==> src/rtl/move_issuer_if.sv <==
// move_issuer_if: request/response link between the move issuer and the combinational frame tracker.
interface move_issuer_if;
   logic [2:0] move;
   logic [4:0] state;
   logic [4:0][4:0][2:0] frame;
   logic [2:0] color;
   logic complete;
   logic [4:0][4:0][2:0] frame_o;
   modport master (output move, state, frame, color, input complete, frame_o);
   modport slave (input move, state, frame, color, output complete, frame_o);
endinterface

==> src/rtl/move_issuer.sv <==
// move_issuer: turns buttons and gravity into single-cycle tracker requests and holds the working piece.
module move_issuer #(
   parameter int GRAVITY_TICKS = 50,
   parameter int DAS_TICKS = 10,
   parameter int ARR_TICKS = 3
) (
   input  logic clk,
   input  logic n_rst,
   input  logic tick,
   input  logic btn_left,
   input  logic btn_right,
   input  logic btn_rol,
   input  logic btn_ror,
   input  logic btn_down,
   input  logic load,
   input  logic [4:0] state_d,
   input  logic [4:0][4:0][2:0] frame_d,
   input  logic [2:0] color_d,
   move_issuer_if.master trk,
   output logic busy,
   output logic move_ok,
   output logic move_fail,
   output logic landed
);
   localparam int RMAX = DAS_TICKS > ARR_TICKS ? DAS_TICKS : ARR_TICKS;
   localparam int RW = $clog2(RMAX + 1);
   localparam int GW = $clog2(GRAVITY_TICKS + 1);
   typedef enum logic [1:0] {EMPTY, READY, ISSUE} fsm_t;
   typedef enum logic [2:0] {IDLE, LEFT, RIGHT, ROL, ROR, DOWN} move_t;
   fsm_t fsm, fsm_n;
   move_t mv;
   logic [4:0] btn, prev, rise;
   logic [5:0] pend, pend_n, src, src_n, set, hit, pick;
   logic [1:0][RW-1:0] rep, rep_n;
   logic [1:0] fire;
   logic [GW-1:0] grav, grav_n;
   logic wrap, both, ok_n, fail_n, land_n;
   logic [4:0][4:0][2:0] frame;
   logic [4:0] state;
   logic [2:0] color;
   // button order {down, ror, rol, right, left}; request order {grav, ror, rol, right, left, down}
   assign btn = {btn_down, btn_ror, btn_rol, btn_right, btn_left};
   assign rise = btn & ~prev;
   assign both = btn[0] & btn[1];
   assign wrap = tick && grav == GW'(GRAVITY_TICKS - 1);
   assign grav_n = tick ? (wrap ? '0 : grav + GW'(1)) : grav;
   always_comb begin
      for (int i = 0; i < 2; i++) begin
         rep_n[i] = !btn[i] ? '0 : rise[i] ? RW'(DAS_TICKS) :
                    (tick && rep[i] != '0) ? (rep[i] == RW'(1) ? RW'(ARR_TICKS) : rep[i] - RW'(1)) : rep[i];
         fire[i] = btn[i] && !rise[i] && tick && rep[i] == RW'(1);
      end
   end
   assign set = {wrap, rise[3], rise[2], (rise[1] | fire[1]) & ~both, (rise[0] | fire[0]) & ~both, rise[4]};
   assign hit = pend | set;
   assign pick = hit[5] ? 6'h20 : hit[4] ? 6'h10 : hit[3] ? 6'h08 : hit[2] ? 6'h04 : hit[1] ? 6'h02 : 6'h01;
   assign mv = (src[5] | src[0]) ? DOWN : src[4] ? ROR : src[3] ? ROL : src[2] ? RIGHT : LEFT;
   assign busy = fsm == ISSUE;
   assign trk.move = fsm == ISSUE ? mv : IDLE;
   assign trk.state = state;
   assign trk.frame = frame;
   assign trk.color = color;
   always_ff @(posedge clk or negedge n_rst)
      if (!n_rst) fsm <= EMPTY;
      else fsm <= fsm_n;
   always_comb begin
      fsm_n = fsm;
      pend_n = pend;
      src_n = src;
      ok_n = 1'b0;
      fail_n = 1'b0;
      land_n = 1'b0;
      if (fsm == READY) begin
         pend_n = hit;
         fsm_n = |hit ? ISSUE : READY;
         src_n = |hit ? pick : src;
      end else if (fsm == ISSUE) begin
         ok_n = trk.complete;
         fail_n = !trk.complete;
         land_n = !trk.complete && (src[5] || src[0]);
         pend_n = land_n ? '0 : hit & ~src;
         fsm_n = land_n ? EMPTY : READY;
      end
      if (load) begin
         fsm_n = READY;
         pend_n = '0;
         ok_n = 1'b0;
         fail_n = 1'b0;
         land_n = 1'b0;
      end
   end
   always_ff @(posedge clk or negedge n_rst) begin
      if (!n_rst) begin
         prev <= '0;
         pend <= '0;
         src <= '0;
         rep <= '0;
         grav <= '0;
         frame <= '0;
         state <= '0;
         color <= '0;
         move_ok <= 1'b0;
         move_fail <= 1'b0;
         landed <= 1'b0;
      end else begin
         prev <= btn;
         pend <= pend_n;
         src <= src_n;
         move_ok <= ok_n;
         move_fail <= fail_n;
         landed <= land_n;
         if (load) begin
            frame <= frame_d;
            state <= state_d;
            color <= color_d;
            rep <= '0;
            grav <= '0;
         end else begin
            if (fsm == ISSUE && trk.complete) frame <= trk.frame_o;
            if (fsm != EMPTY) begin
               rep <= rep_n;
               grav <= grav_n;
            end
         end
      end
   end
endmodule

==> src/flat_wrapper.sv <==
// flat-port wrapper written by rule: the top's interface ports become plain ports
module move_issuer_flat 
#(
   parameter int GRAVITY_TICKS = 50,
   parameter int DAS_TICKS = 10,
   parameter int ARR_TICKS = 3
)
  (clk, n_rst, tick, btn_left, btn_right, btn_rol, btn_ror, btn_down, load, state_d, frame_d, color_d, busy, move_ok, move_fail, landed, trk_move, trk_state, trk_frame, trk_color, trk_complete, trk_frame_o);
  move_issuer_if trk_i ();
  input  logic clk;
  input  logic n_rst;
  input  logic tick;
  input  logic btn_left;
  input  logic btn_right;
  input  logic btn_rol;
  input  logic btn_ror;
  input  logic btn_down;
  input  logic load;
  input  logic [4:0] state_d;
  input  logic [4:0][4:0][2:0] frame_d;
  input  logic [2:0] color_d;
  output logic busy;
  output logic move_ok;
  output logic move_fail;
  output logic landed;
  output wire logic [$bits(trk_i.move)-1:0] trk_move;
  output wire logic [$bits(trk_i.state)-1:0] trk_state;
  output wire logic [$bits(trk_i.frame)-1:0] trk_frame;
  output wire logic [$bits(trk_i.color)-1:0] trk_color;
  input wire logic [$bits(trk_i.complete)-1:0] trk_complete;
  input wire logic [$bits(trk_i.frame_o)-1:0] trk_frame_o;
  assign trk_move = trk_i.move;
  assign trk_state = trk_i.state;
  assign trk_frame = trk_i.frame;
  assign trk_color = trk_i.color;
  assign trk_i.complete = trk_complete;
  assign trk_i.frame_o = trk_frame_o;
  move_issuer #(.GRAVITY_TICKS(GRAVITY_TICKS), .DAS_TICKS(DAS_TICKS), .ARR_TICKS(ARR_TICKS)) u_core (.clk(clk), .n_rst(n_rst), .tick(tick), .btn_left(btn_left), .btn_right(btn_right), .btn_rol(btn_rol), .btn_ror(btn_ror), .btn_down(btn_down), .load(load), .state_d(state_d), .frame_d(frame_d), .color_d(color_d), .trk(trk_i), .busy(busy), .move_ok(move_ok), .move_fail(move_fail), .landed(landed));
endmodule
==> config.mk <==
export PLATFORM = sky130hd
export DESIGN_NAME = move_issuer_flat
export DESIGN_NICKNAME = d
export VERILOG_FILES = /design/src/rtl/move_issuer_if.sv /design/src/rtl/move_issuer.sv /design/src/flat_wrapper.sv
export SDC_FILE = /design/constraint.sdc
export NUM_CORES = 1
export LEC_CHECK = 0
export CAP_MARGIN = 10
export CORE_ASPECT_RATIO = 2
export CORE_UTILIZATION = 42
export DETAILED_ROUTE_END_ITERATION = 8
export PLACE_DENSITY_LB_ADDON = 0.12
export SYNTH_ARGS = -nofsm -noshare
export SYNTH_HDL_FRONTEND = slang
export SYNTH_SLANG_ARGS = --single-unit
==> constraint.sdc <==
create_clock -name clk -period 1.95 [get_ports clk]
set_input_delay 0.195 -clock clk [delete_from_list [all_inputs] [get_ports clk]]
set_output_delay 0.195 -clock clk [all_outputs]
set_load 0.02 [all_outputs]
==> results of run 1 <==
==> power by group <==
group | internal, mW | switching [mW] | total (mW)
combinational | 1.07 | 1.05 | 2.12
clock | 2.03 | 1.09 | 3.12
sequential | 2.77 | 0.218 | 2.99
total | 5.87 | 2.36 | 8.23
==> state kept, by name (all words and copies together), names as in the netlist, 2 cells and up <==
signal and cells:
u_core.src 6, u_core.trk.color 3, u_core.pend 6, u_core.grav 6, u_core.trk.frame 75, u_core.trk.state 5
u_core.prev 5, u_core.rep 8, u_core.fsm 2
==> layout make-up <==
cell class              instances  share of cell area (%)
clock buffers                  19                   4.793
flip-flops and latches        119                   32.22
clock inverters                13                   1.679
well taps                     155                   2.099
inverters                      16                  0.6499
repair buffers                280                   30.25
multi-input cells             389                   28.31
==> timing repair <==
item,CTS,global route
pin swaps,1,2
hold buffers,1,0
endpoints found under the setup margin,5,7
hold endpoints to repair,119,0
resized for setup,4,8
setup buffers,0,2
==> synthesized netlist by cell type, types with 2 or more instances <==
master / count
and3_1: 3
nor2_1: 19
a32oi_1: 2
ha_1: 6
a211oi_1: 3
nor3_1: 8
mux2_2: 13
o31ai_1: 8
buf_2: 14
or3b_1: 2
a2bb2oi_1: 2
nand2_1: 82
o21ai_0: 69
a31oi_1: 2
nand3_1: 9
o21ai_1: 16
buf_4: 8
mux2i_1: 77
nor2b_1: 4
dfrtp_1: 119
a311oi_2: 2
or2_2: 2
nand3b_1: 3
and2_1: 2
nand2b_1: 4
a22oi_1: 2
clkbuf_1: 10
nor3b_1: 4
a21oi_1: 17
inv_1: 15
==> metal layers <==
metal | part of all wire [%] | up-vias | global-route usage, %
met5 | 0 | - | 0
met4 | 3.6 | 0 | 10.39
met3 | 4.7 | 43 | 6.373
met2 | 56 | 173 | 47.90
met1 | 35 | 2490 | 24.71
li1 | - | 2507 | -
==> cell families after synthesis <==
logic type,after synthesis,synth area share [%]
multiplexers,90,15.82
AND/OR/NAND/NOR,153,12.48
flip-flops,119,51.37
AO/OA/AOI/OAI,140,14.92
adder cells (fa/ha/maj),6,1.295
buffers and inverters,49,4.123
==> worst register-to-register path: cells and delay by family, from the launching register on <==
family | cells | cell delay (ns)
AO/OA/AOI/OAI | 2 | 0.65
flip-flops | 1 | 0.44
AND/OR/NAND/NOR | 2 | 0.32
adder cells (fa/ha/maj) | 1 | 0.20
buffers and inverters | 1 | 0.18
==> worst min-delay path by stage <==
stage	start	endpoint	slack [ns]	cells past startpoint
6_report	load	u_core.pend[1]	0.14	2
3_3_place_gp	n_rst	u_core.trk.frame[37]	0.34	2
3_5_place_dp	n_rst	u_core.trk.frame[37]	0.35	2
2_1_floorplan	n_rst	u_core.fsm[0]	-0.10	0
5_1_grt	load	u_core.pend[1]	0.15	2
4_1_cts	load	u_core.pend[1]	0.12	2
==> parameters.txt, run 1 <==
Parameter                              Value

Placed design
  Weighted congestion reported at the end of routability-driven placement ... 0.8800
  I/O Buffers ... 257
  Pre-CTS setup slack ... -0.001047 ns
  Post-detailed-placement half-perimeter wirelength ... 13.07 mm
  Total cell area at the placement stage ... 8579 sq um
  Placed Cells incl. Taps ... 956

Timing
  Final-report max-slew violation count ... 0
  Final Worst Setup Slack ... 0.05927 ns
  Max-slew headroom ... 57.94%
  Sum Neg Setup Slack ... 0 ns
  Crit path time final ... 1.891 ns
  Worst Clk Skew ... 0.007060 ns
  Maximum clock frequency ... 528.9 MHz
  Worst-Margin Slew ... 0.6309 ns
  Crit share post-route ... 96.96%
  Hold Vio Cnt, Final ... 0
  Final setup violating endpoints ... 0
  Smallest hold slack ... 0.1425 ns

Final layout
  Top library cells by usage in the layout, fill and taps aside ... clkdlybuf4s50_1 (251), dfrtp_1 (119), nand2_1 (82)
  Area growth, synth to finish ... 59.42%
  Antenna cells ... 0
  Final standard cell area without fillers ... 9241 sq um
  Net count, final ... 997
  Post-Route Utilization ... 68.77%
  Fill cell instance count of the final layout ... 1099
  Fraction of layout instances using a drive strength above 1 ... 10.65%
  Final Instance Count excl. Fillers ... 991
  Total area of sequential cells ... 2978 sq um
  Combined area of the multi-input logic cells ... 2616 sq um
  Commonest non-fill, non-tap cell in the layout ... clkdlybuf4s50_1

Drt
  Starting DRT DRC Count ... 192
  Wire length per cell after detailed routing ... 17.61 um
  Number of nets still failing antenna checks after routing ... 0
  Drt via density ... 5.260
  Aggregate routed wire length ... 17.45 mm
  Total number of vias ... 5213
  Detailed Routing Iterations Pass 1 ... 4
  Post-route DRC ... 0

Logic synthesis
  Flop and latch count out of synthesis ... 119
  Number of flops mapped to enable cells by yosys ... 0
  Synthesized area ... 5797 sq um
  Area share of the largest cell type after synthesis ... 51.37%
  Synthesized net count ... 731
  Total number of yosys warnings ... 0
  Share of synthesized flip-flops with an asynchronous set or reset ... 100.0%
  Synthesized area divided by synthesized cell count ... 10.41 sq um
  Share of synthesized area occupied by flip-flops and latches ... 51.37%
  Area leader, netlist ... dfrtp_1
  Dominant cells by area after synthesis ... dfrtp_1 (51%), mux2i_1 (13%), o21ai_0 (6.0%), nand2_1 (5.3%), mux2_2 (2.5%)
  Most instantiated flip-flop cell in the synthesis netlist ... dfrtp_1
  Cell variety after synth ... 60
  Cells after Synth ... 557

CTS
  Clock root buffer ... clkbuf_16
  Clock net sink count ... 119
  # H-tree levels ... 4
  Longest Clk Path Bufs ... 2
  Skew-Pair Late Insertion Delay ... 0.40 ns
  Cts bufs inserted ... 17
  Register clock-pin slew on the reported worst setup and hold paths ... 0.06 ns
  TritonCTS clock tree ... done

Power and ir drop
  Power density over the cells ... 890.7 nW/um^2
  Static leakage power ... 4.078 nW
  Final Power ... 8.231 mW
  IR Drop Worst-Case VDD ... 544.0 uV

Floorplanning
  Die height ... 168.1 um
  Die outline width ... 85.07 um
  Floorplan die area ... 14300 sq um
  Row count ... 60
  Effective utilization at floorplan ... 43.14%
  Placeable Area ... 13440 sq um
  Boundary pin count ... 258

Setup path
  End of the critical path ... u_core.src[4]
  R2r startpoint ... u_core.rep[0]
  Crit path DAT ... 2.19 ns
  Crit path launch ... u_core.rep[0]
  Required time of the worst setup path ... 2.25 ns
  Family of cells with the greatest summed delay on the critical path ... compound AO/OA/AOI/OAI gates
  Cell count of the worst reg-to-reg path ... 6
  Maximum net fanout on the critical path ... 5
  Critical Path Sink Type ... flop
  Critical path cell sequence ... ha_4 > nor3b_1 > a311oi_2 > nand4_2 > buf_6 > o31ai_2
  CP max stage cell ... dfrtp_1
  CP max stage delay ... 0.44 ns
  Capturing point of the worst reg2reg path ... u_core.src[4]
  Setup slack of the worst register-to-register path ... 0.06 ns
  Critical path launch point type ... flop
  Logic depth of the worst setup path including buffers ... 6
  Crit path buf inv count ... 1
  Type of the worst setup path ... flop to flop

Job
  Max-Cap Viols ... 0

Global route
  Grt ovf ... 0
  Initial antenna violation count ... 0
  Largest net degree at the start of global routing ... 120
  Global-route wire length before repair ... 27.55 mm
  Via count of the first global-routing pass ... 5533
  Overall Global Routing Usage ... 24.97%

Status
  Status ... finished, final reports clean

Hold path
  Path category of the worst min-delay check ... primary input to flop
Power figures use the tool's default switching activity.
==> run 2: changes to the inputs <==
--- a/config.mk
+++ b/config.mk
@@ -7,7 +7,8 @@
 export LEC_CHECK = 0
 export CAP_MARGIN = 10
 export CORE_ASPECT_RATIO = 2
-export CORE_UTILIZATION = 42
+export CORE_UTILIZATION = 43
+export CTS_BUF_LIST = sky130_fd_sc_hd__clkbuf_4
 export DETAILED_ROUTE_END_ITERATION = 8
 export PLACE_DENSITY_LB_ADDON = 0.12
 export SYNTH_ARGS = -nofsm -noshare
==> run 2 against run 1 <==
  * The run now ends with DRC left
  * Sequential cell count unchanged
  * Total power down 15%
  * Core utilization about the same
  * Clock power down 41%
  * Combinational power about the same
  * Critical path type is now flop to output port
  * Largest cell class unchanged
  * Highest routed layer unchanged
==> parameters.txt, run 2 (synthesized netlist as in run 1, its figures left out) <==
Parameter                              Value

Timing
  Hold Vio Cnt, Final ... 0 (unchanged)
  Smallest hold slack ... 0.1514 ns (+0.008823 ns)
  Final setup violating endpoints ... 0 (unchanged)
  Worst Clk Skew ... 0.02039 ns (+0.01333 ns)
  Max-slew headroom ... 56.56% (-1.4 points)
  Sum Neg Setup Slack ... 0 ns (unchanged)
  Crit path time final ... 1.855 ns (-0.03536 ns)
  Crit share post-route ... 95.15% (-1.8 points)
  Final Worst Setup Slack ... 0.09463 ns (+0.03536 ns)
  Worst-Margin Slew ... 0.6516 ns (+0.02067 ns)
  Maximum clock frequency ... 539.0 MHz (+1.9%)
  Setup repair after global routing missed its margin ... no
  Final-report max-slew violation count ... 0 (unchanged)

CTS
  # H-tree levels ... 4 (unchanged)
  TritonCTS clock tree ... done
  Register clock-pin slew on the reported worst setup and hold paths ... 0.12 ns (+0.06 ns)
  Clock net sink count ... 119 (unchanged)
  Longest Clk Path Bufs ... 2 (unchanged)
  Cts bufs inserted ... 17 (unchanged)
  Skew-Pair Late Insertion Delay ... 0.50 ns (+0.10 ns)
  Clock root buffer ... clkbuf_4

Placed design
  Weighted congestion reported at the end of routability-driven placement ... 0.8779 (-0.24%)
  Post-detailed-placement half-perimeter wirelength ... 13.74 mm (+5.1%)
  Pre-CTS setup slack ... -0.07083 ns (-0.06979 ns)
  Placed Cells incl. Taps ... 960 (+0.42%)
  I/O Buffers ... 257 (unchanged)
  Total cell area at the placement stage ... 8653 sq um (+0.86%)

Drt
  Total number of vias ... 5268 (+1.1%)
  Post-route DRC ... 4 (+4)
  Aggregate routed wire length ... 17.39 mm (-0.36%)
  Wire length per cell after detailed routing ... 17.47 um (-0.76%)
  Detailed Routing Iterations Pass 1 ... 6 (+2)
  Drt via density ... 5.294 (+0.65%)
  Starting DRT DRC Count ... 205 (+6.8%)
  Number of nets still failing antenna checks after routing ... 0 (unchanged)

Setup path
  Critical path launch point type ... flop
  Cell count of the worst reg-to-reg path ... 6 (unchanged)
  Setup slack of the worst register-to-register path ... 0.10 ns (+0.04 ns)
  Critical Path Sink Type ... output port
  Required time of the worst setup path ... 1.75 ns (-0.50 ns)
  Type of the worst setup path ... flop to output port
  Capturing point of the worst reg2reg path ... u_core.src[1]
  Maximum net fanout on the critical path ... 5 (unchanged)
  CP max stage delay ... 0.40 ns (-0.04 ns)
  CP max stage cell ... dfrtp_1
  R2r startpoint ... u_core.rep[4]
  Critical path cell sequence ... nand2b_2 > inv_2 > buf_4 > clkdlybuf4s15_1
  Crit path DAT ... 1.66 ns (-0.53 ns)

Global route
  Global-route wire length before repair ... 28.32 mm (+2.8%)
  Initial antenna violation count ... 1 (+1)
  Overall Global Routing Usage ... 26.03% (+1.1 points)
  Via count of the first global-routing pass ... 5766 (+4.2%)
  Largest net degree at the start of global routing ... 55 (-54%)
  Grt ovf ... 0 (unchanged)

Final layout
  Net count, final ... 1004 (+0.70%)
  Top library cells by usage in the layout, fill and taps aside ... clkdlybuf4s50_1 (251), dfrtp_1 (118), nand2_1 (82)
  Final Instance Count excl. Fillers ... 995 (+0.40%)
  Biggest regs ... u_core.trk.frame (75), u_core.rep (8)
  Fill cell instance count of the final layout ... 1076 (-2.1%)
  Commonest non-fill, non-tap cell in the layout ... clkdlybuf4s50_1
  Final standard cell area without fillers ... 8989 sq um (-2.7%)
  Most flops, register ... u_core.trk.frame
  Area growth, synth to finish ... 55.06%
  Number of flip-flops in the largest register ... 75 (unchanged)
  Fraction of layout instances using a drive strength above 1 ... 11.16% (+0.52 points)

Job
  Max-Cap Viols ... 0 (unchanged)

Hold path
  Path category of the worst min-delay check ... primary input to flop
  Hold_sp ... btn_rol
  Worst Hold End ... u_core.prev[2]
  Hold path cells ... 1 (-1)

Floorplanning
  Effective utilization at floorplan ... 44.36% (+1.2 points)
  Placeable Area ... 13070 sq um (-2.8%)
  Boundary pin count ... 258 (unchanged)
  Die outline width ... 84.10 um (-1.1%)
  Floorplan die area ... 13980 sq um (-2.3%)
  Die height ... 166.2 um (-1.2%)
  Row count ... 59 (-1.7%)

Status
  Failing checks ... DRC
  Status ... complete, but fails checks

Power and ir drop
  Static leakage power ... 3.956 nW (-3.0%)
  Power density over the cells ... 774.7 nW/um^2 (-13%)
  IR Drop Worst-Case VDD ... 403.5 uV (-26%)
## run 2: critical path, delay by kind of cell, from the launching register on
family / cells / cell delay (ns)
buf+inv: 3 / 0.53
flops: 1 / 0.40
simple gates: 1 / 0.23
## run 2: repair_timing
item / CTS / global route
pin swaps: 1 / 1
gates resized for setup: 5 / 7
buffers inserted: 1 / 0
hold buffers: 2 / 0
endpoints found under the setup margin: 5 / 8
hold endpoints to repair: 45 / 0
## run 2: worst max-delay path by stage
stage	startpoint	to	depth (start not counted)
after CTS	u_core.fsm[0]	busy	4
after global placement	btn_left	u_core.src[3]	6
final	u_core.fsm[0]	busy	4
after detailed placement	btn_left	u_core.src[4]	6
after floorplan	u_core.rep[4]	u_core.fsm[1]	5
after global routing	u_core.src[2]	trk_move[0]	4
## run 2: routing by layer
metal  up-vias  global-route usage [%]  share of wire (%)
met3        64                   6.312                5.7
met4         0                   15.44                5.2
met1      2462                   25.14                 34
met5         -                       0                  0
met2       229                   48.72                 56
li1       2513                       -                  -
## run 2: metrics by stage
step                utilization [%]  total power [mW]
floorplan                         -             3.947
global placement              66.23             5.088
detailed placement            66.23             5.156
CTS                           68.71             7.026
global route                  68.79             7.323
finish                        68.79             6.963
## run 2: cell type report
cell class	count	area [sq um]	area share, %
flip-flops and latches	119	2979	33.14
well taps	152	190.2	2.116
clock buffers	19	142.6	1.587
inverters	16	60.06	0.6682
multi-input cells	389	2594	28.86
repair buffers	287	2867	31.89
clock inverters	12	153.9	1.712
diodes	1	2.502	0.02784
## run 2: power by group
group,switching [mW],internal (mW)
combinational,1.06,1.09
sequential,0.216,2.76
clock,0.927,0.911
==> run 3: changes to the inputs <==
--- a/config.mk
+++ b/config.mk
@@ -10,7 +10,7 @@
 export CORE_UTILIZATION = 43
 export CTS_BUF_LIST = sky130_fd_sc_hd__clkbuf_4
 export DETAILED_ROUTE_END_ITERATION = 8
-export PLACE_DENSITY_LB_ADDON = 0.12
+export PLACE_DENSITY = 0.82
 export SYNTH_ARGS = -nofsm -noshare
 export SYNTH_HDL_FRONTEND = slang
 export SYNTH_SLANG_ARGS = --single-unit
==> run 3 against run 2 <==
  * The flow still finishes with violations (DRC)
  * Critical path depth is 3 higher
  * Critical endpoint is now u_core.src[1]
  * Total power is 2.3% higher
  * Non-clock buffer count stayed put
  * Sequential share of layout area is 0.069 points lower
  * Clock power is 9.8% higher
  * Routed wire length is 1.4% higher
  * Sequential power hardly changed
  * Setup slack worse by 0.052 ns
  * Core utilization is 0.11 points higher
  * Register-to-register slack worse by 0.06 ns
  * Hold slack worse by 0.0055 ns
  * Largest power group unchanged
  * Sequential cell count stayed put
==> parameters.txt, run 3 (synthesized netlist as in run 1, its figures left out) <==
Parameter                              Value

Setup path
  Maximum net fanout on the critical path ... 4 (-1)
  Required time of the worst setup path ... 2.31 ns (+0.56 ns)
  CP max stage delay ... 0.41 ns (about the same)
  Type of the worst setup path ... flop to flop
  Capturing point of the worst reg2reg path ... u_core.src[1]
  Logic depth of the worst setup path including buffers ... 7 (+3)
  Critical path cell sequence ... inv_1 > ha_2 > nor3b_1 > a311oi_2 > buf_4 > a41oi_1 > o32ai_1
  CP max stage cell ... dfrtp_1
  Setup slack of the worst register-to-register path ... 0.04 ns (-0.06 ns)
  R2r startpoint ... u_core.rep[5]
  Cell count of the worst reg-to-reg path ... 7 (+1)
  Critical path launch point type ... flop
  Crit path DAT ... 2.27 ns (+0.61 ns)
  Family of cells with the greatest summed delay on the critical path ... compound AO/OA/AOI/OAI gates
  Critical Path Sink Type ... flop
  Crit path buf inv count ... 2 (-1)

Hold path
  Hold path cells ... 1 (unchanged)
  Worst Hold End ... u_core.prev[2]
  Path category of the worst min-delay check ... primary input to flop
  Hold_sp ... btn_rol

Drt
  Wire length per cell after detailed routing ... 17.73 um (+1.5%)
  Total number of vias ... 5317 (+0.93%)
  Met3 routed WL ... 971 um (-2.7%)
  Wire length the detailed router placed on met1 ... 5.823 mm (-0.17%)
  Highest layer used for signal routing ... met4
  Number of nets still failing antenna checks after routing ... 0 (unchanged)
  Aggregate routed wire length ... 17.63 mm (+1.4%)
  Starting DRT DRC Count ... 252 (+23%)
  Post-route DRC ... 6 (+2)
  Detailed Routing Iterations Pass 1 ... 6 (unchanged)
  Wire length on met2 ... 9.972 mm (+3.3%)
  Drt via density ... 5.349 (+1.0%)

Global route
  Overall Global Routing Usage ... 26.27% (+0.24 points)
  Initial antenna violation count ... 1 (unchanged)
  Via count of the first global-routing pass ... 5733 (-0.57%)
  Global-route wire length before repair ... 28.26 mm (-0.24%)
  Grt ovf ... 0 (unchanged)
  Largest net degree at the start of global routing ... 50 (-9.1%)

Timing
  Smallest hold slack ... 0.1459 ns (-0.005480 ns)
  Crit path time final ... 1.907 ns (+0.05202 ns)
  Worst-Margin Slew ... 0.5515 ns (-0.1001 ns)
  Final-report max-slew violation count ... 0 (unchanged)
  Crit share post-route ... 97.82% (+2.7 points)
  Hold Vio Cnt, Final ... 0 (unchanged)
  Final Worst Setup Slack ... 0.04261 ns (-0.05202 ns)
  Worst Clk Skew ... 0.01491 ns (-0.005484 ns)
  Maximum clock frequency ... 524.3 MHz (-2.7%)
  Max-slew headroom ... 63.23% (+6.7 points)
  Final setup violating endpoints ... 0 (unchanged)

Placed design
  Weighted congestion reported at the end of routability-driven placement ... 0.8765 (-0.16%)
  Placed Cells incl. Taps ... 960 (unchanged)
  Pre-CTS setup slack ... -0.02987 ns (+0.04096 ns)
  I/O Buffers ... 257 (unchanged)
  Total cell area at the placement stage ... 8641 sq um (-0.14%)
  Post-detailed-placement half-perimeter wirelength ... 13.67 mm (-0.49%)

CTS
  Clock root buffer ... clkbuf_4
  TritonCTS clock tree ... done
  Skew-Pair Late Insertion Delay ... 0.50 ns (about the same)
  Longest Clk Path Bufs ... 2 (unchanged)
  Clock net sink count ... 119 (unchanged)
  Cts bufs inserted ... 17 (unchanged)
  # H-tree levels ... 4 (unchanged)
  Register clock-pin slew on the reported worst setup and hold paths ... 0.10 ns (-0.02 ns)

Floorplanning
  Placeable Area ... 13070 sq um (unchanged)
  Row count ... 59 (unchanged)
  Die outline width ... 84.10 um (unchanged)
  Floorplan die area ... 13980 sq um (unchanged)
  Die height ... 166.2 um (unchanged)
  Effective utilization at floorplan ... 44.36% (unchanged)
  Boundary pin count ... 258 (unchanged)

Status
  Status ... complete, but fails checks
  Failing checks ... DRC

Power and ir drop
  IR Drop Worst-Case VDD ... 530.7 uV (+32%)
  Static leakage power ... 3.970 nW (+0.38%)
  Power density over the cells ... 790.9 nW/um^2 (+2.1%)

Final layout
  Final standard cell area without fillers ... 9004 sq um (+0.17%)
  Fill cell instance count of the final layout ... 981 (-8.8%)
  Final Instance Count excl. Fillers ... 994 (-0.10%)
  Most flops, register ... u_core.trk.frame
  Area growth, synth to finish ... 55.32%
  Net count, final ... 1004 (unchanged)
  Fraction of layout instances using a drive strength above 1 ... 10.94% (-0.22 points)
  Total area of sequential cells ... 2978 sq um (about the same)
  Commonest non-fill, non-tap cell in the layout ... clkdlybuf4s50_1
  Combined area of the multi-input logic cells ... 2601 sq um (+0.29%)
  Top library cells by usage in the layout, fill and taps aside ... clkdlybuf4s50_1 (251), dfrtp_1 (119), nand2_1 (82)
  Biggest regs ... u_core.trk.frame (75), u_core.rep (8)
  Number of flip-flops in the largest register ... 75 (unchanged)

Job
  Max-Cap Viols ... 0 (unchanged)
==> run 3: cell types whose count changed in the layout (fill, tap and decap cells not counted), moves of 2 or more <==
cell        before  now
clkinv_1         0    3
buf_4           24   26
bufinv_16        3    5
clkinv_4         2    0
clkinvlp_4       3    1
==> run 3: worst max-delay path by stage <==
stage | from | end | slack, ns
2_1_floorplan | u_core.rep[4] | u_core.fsm[1] | 0.19
3_3_place_gp | btn_right | u_core.src[4] | 0.05
3_5_place_dp | btn_right | u_core.fsm[0] | -0.03
4_1_cts | u_core.src[4] | trk_move[1] | 0.01
5_1_grt | u_core.rep[4] | u_core.fsm[0] | -0.03
6_report | u_core.rep[5] | u_core.src[1] | 0.04
==> run 3: layout make-up <==
cell class                 count  area share [%]
clock buffer                  18           1.501
antenna                        1         0.02779
multi-input combinational    389           28.89
timing repair buffer         287           31.66
tap                          152           2.112
clock inverter                12           2.043
sequential                   119           33.07
inverter                      16          0.6948
==> run 3: report_power, final <==
group          switching, mW  internal [mW]  total (mW)
Sequential             0.221           2.76        2.98
Clock                  0.891           1.13        2.02
Combinational           1.04           1.08        2.12
Total                   2.15           4.97        7.12
==> run 3: stage by stage <==
stage | total power [mW] | setup TNS (ns) | util (%)
2_1_floorplan | 3.947 | 0 | -
3_3_place_gp | 5.040 | 0 | 66.13
6_report | 7.121 | 0 | 68.91
5_1_grt | 7.471 | -0.04214 | 68.91
3_5_place_dp | 5.111 | -0.04094 | 66.13
4_1_cts | 7.157 | 0 | 68.63
==> run 3: timing repair <==
| action | in CTS | in global routing |
|---|---|---|
| buffers inserted | 0 | 2 |
| endpoints found under the hold margin | 37 | 0 |
| endpoints found under the setup margin | 4 | 7 |
| gates resized for setup | 6 | 8 |
| hold buffers | 1 | 0 |
| pin swaps | 0 | 3 |
==> run 3: layer usage <==
layer	vias to the layer above	GRT usage, %
met5	-	0
met4	0	14.77
met3	65	6.809
met2	221	49.47
met1	2519	25.17
li1	2512	-
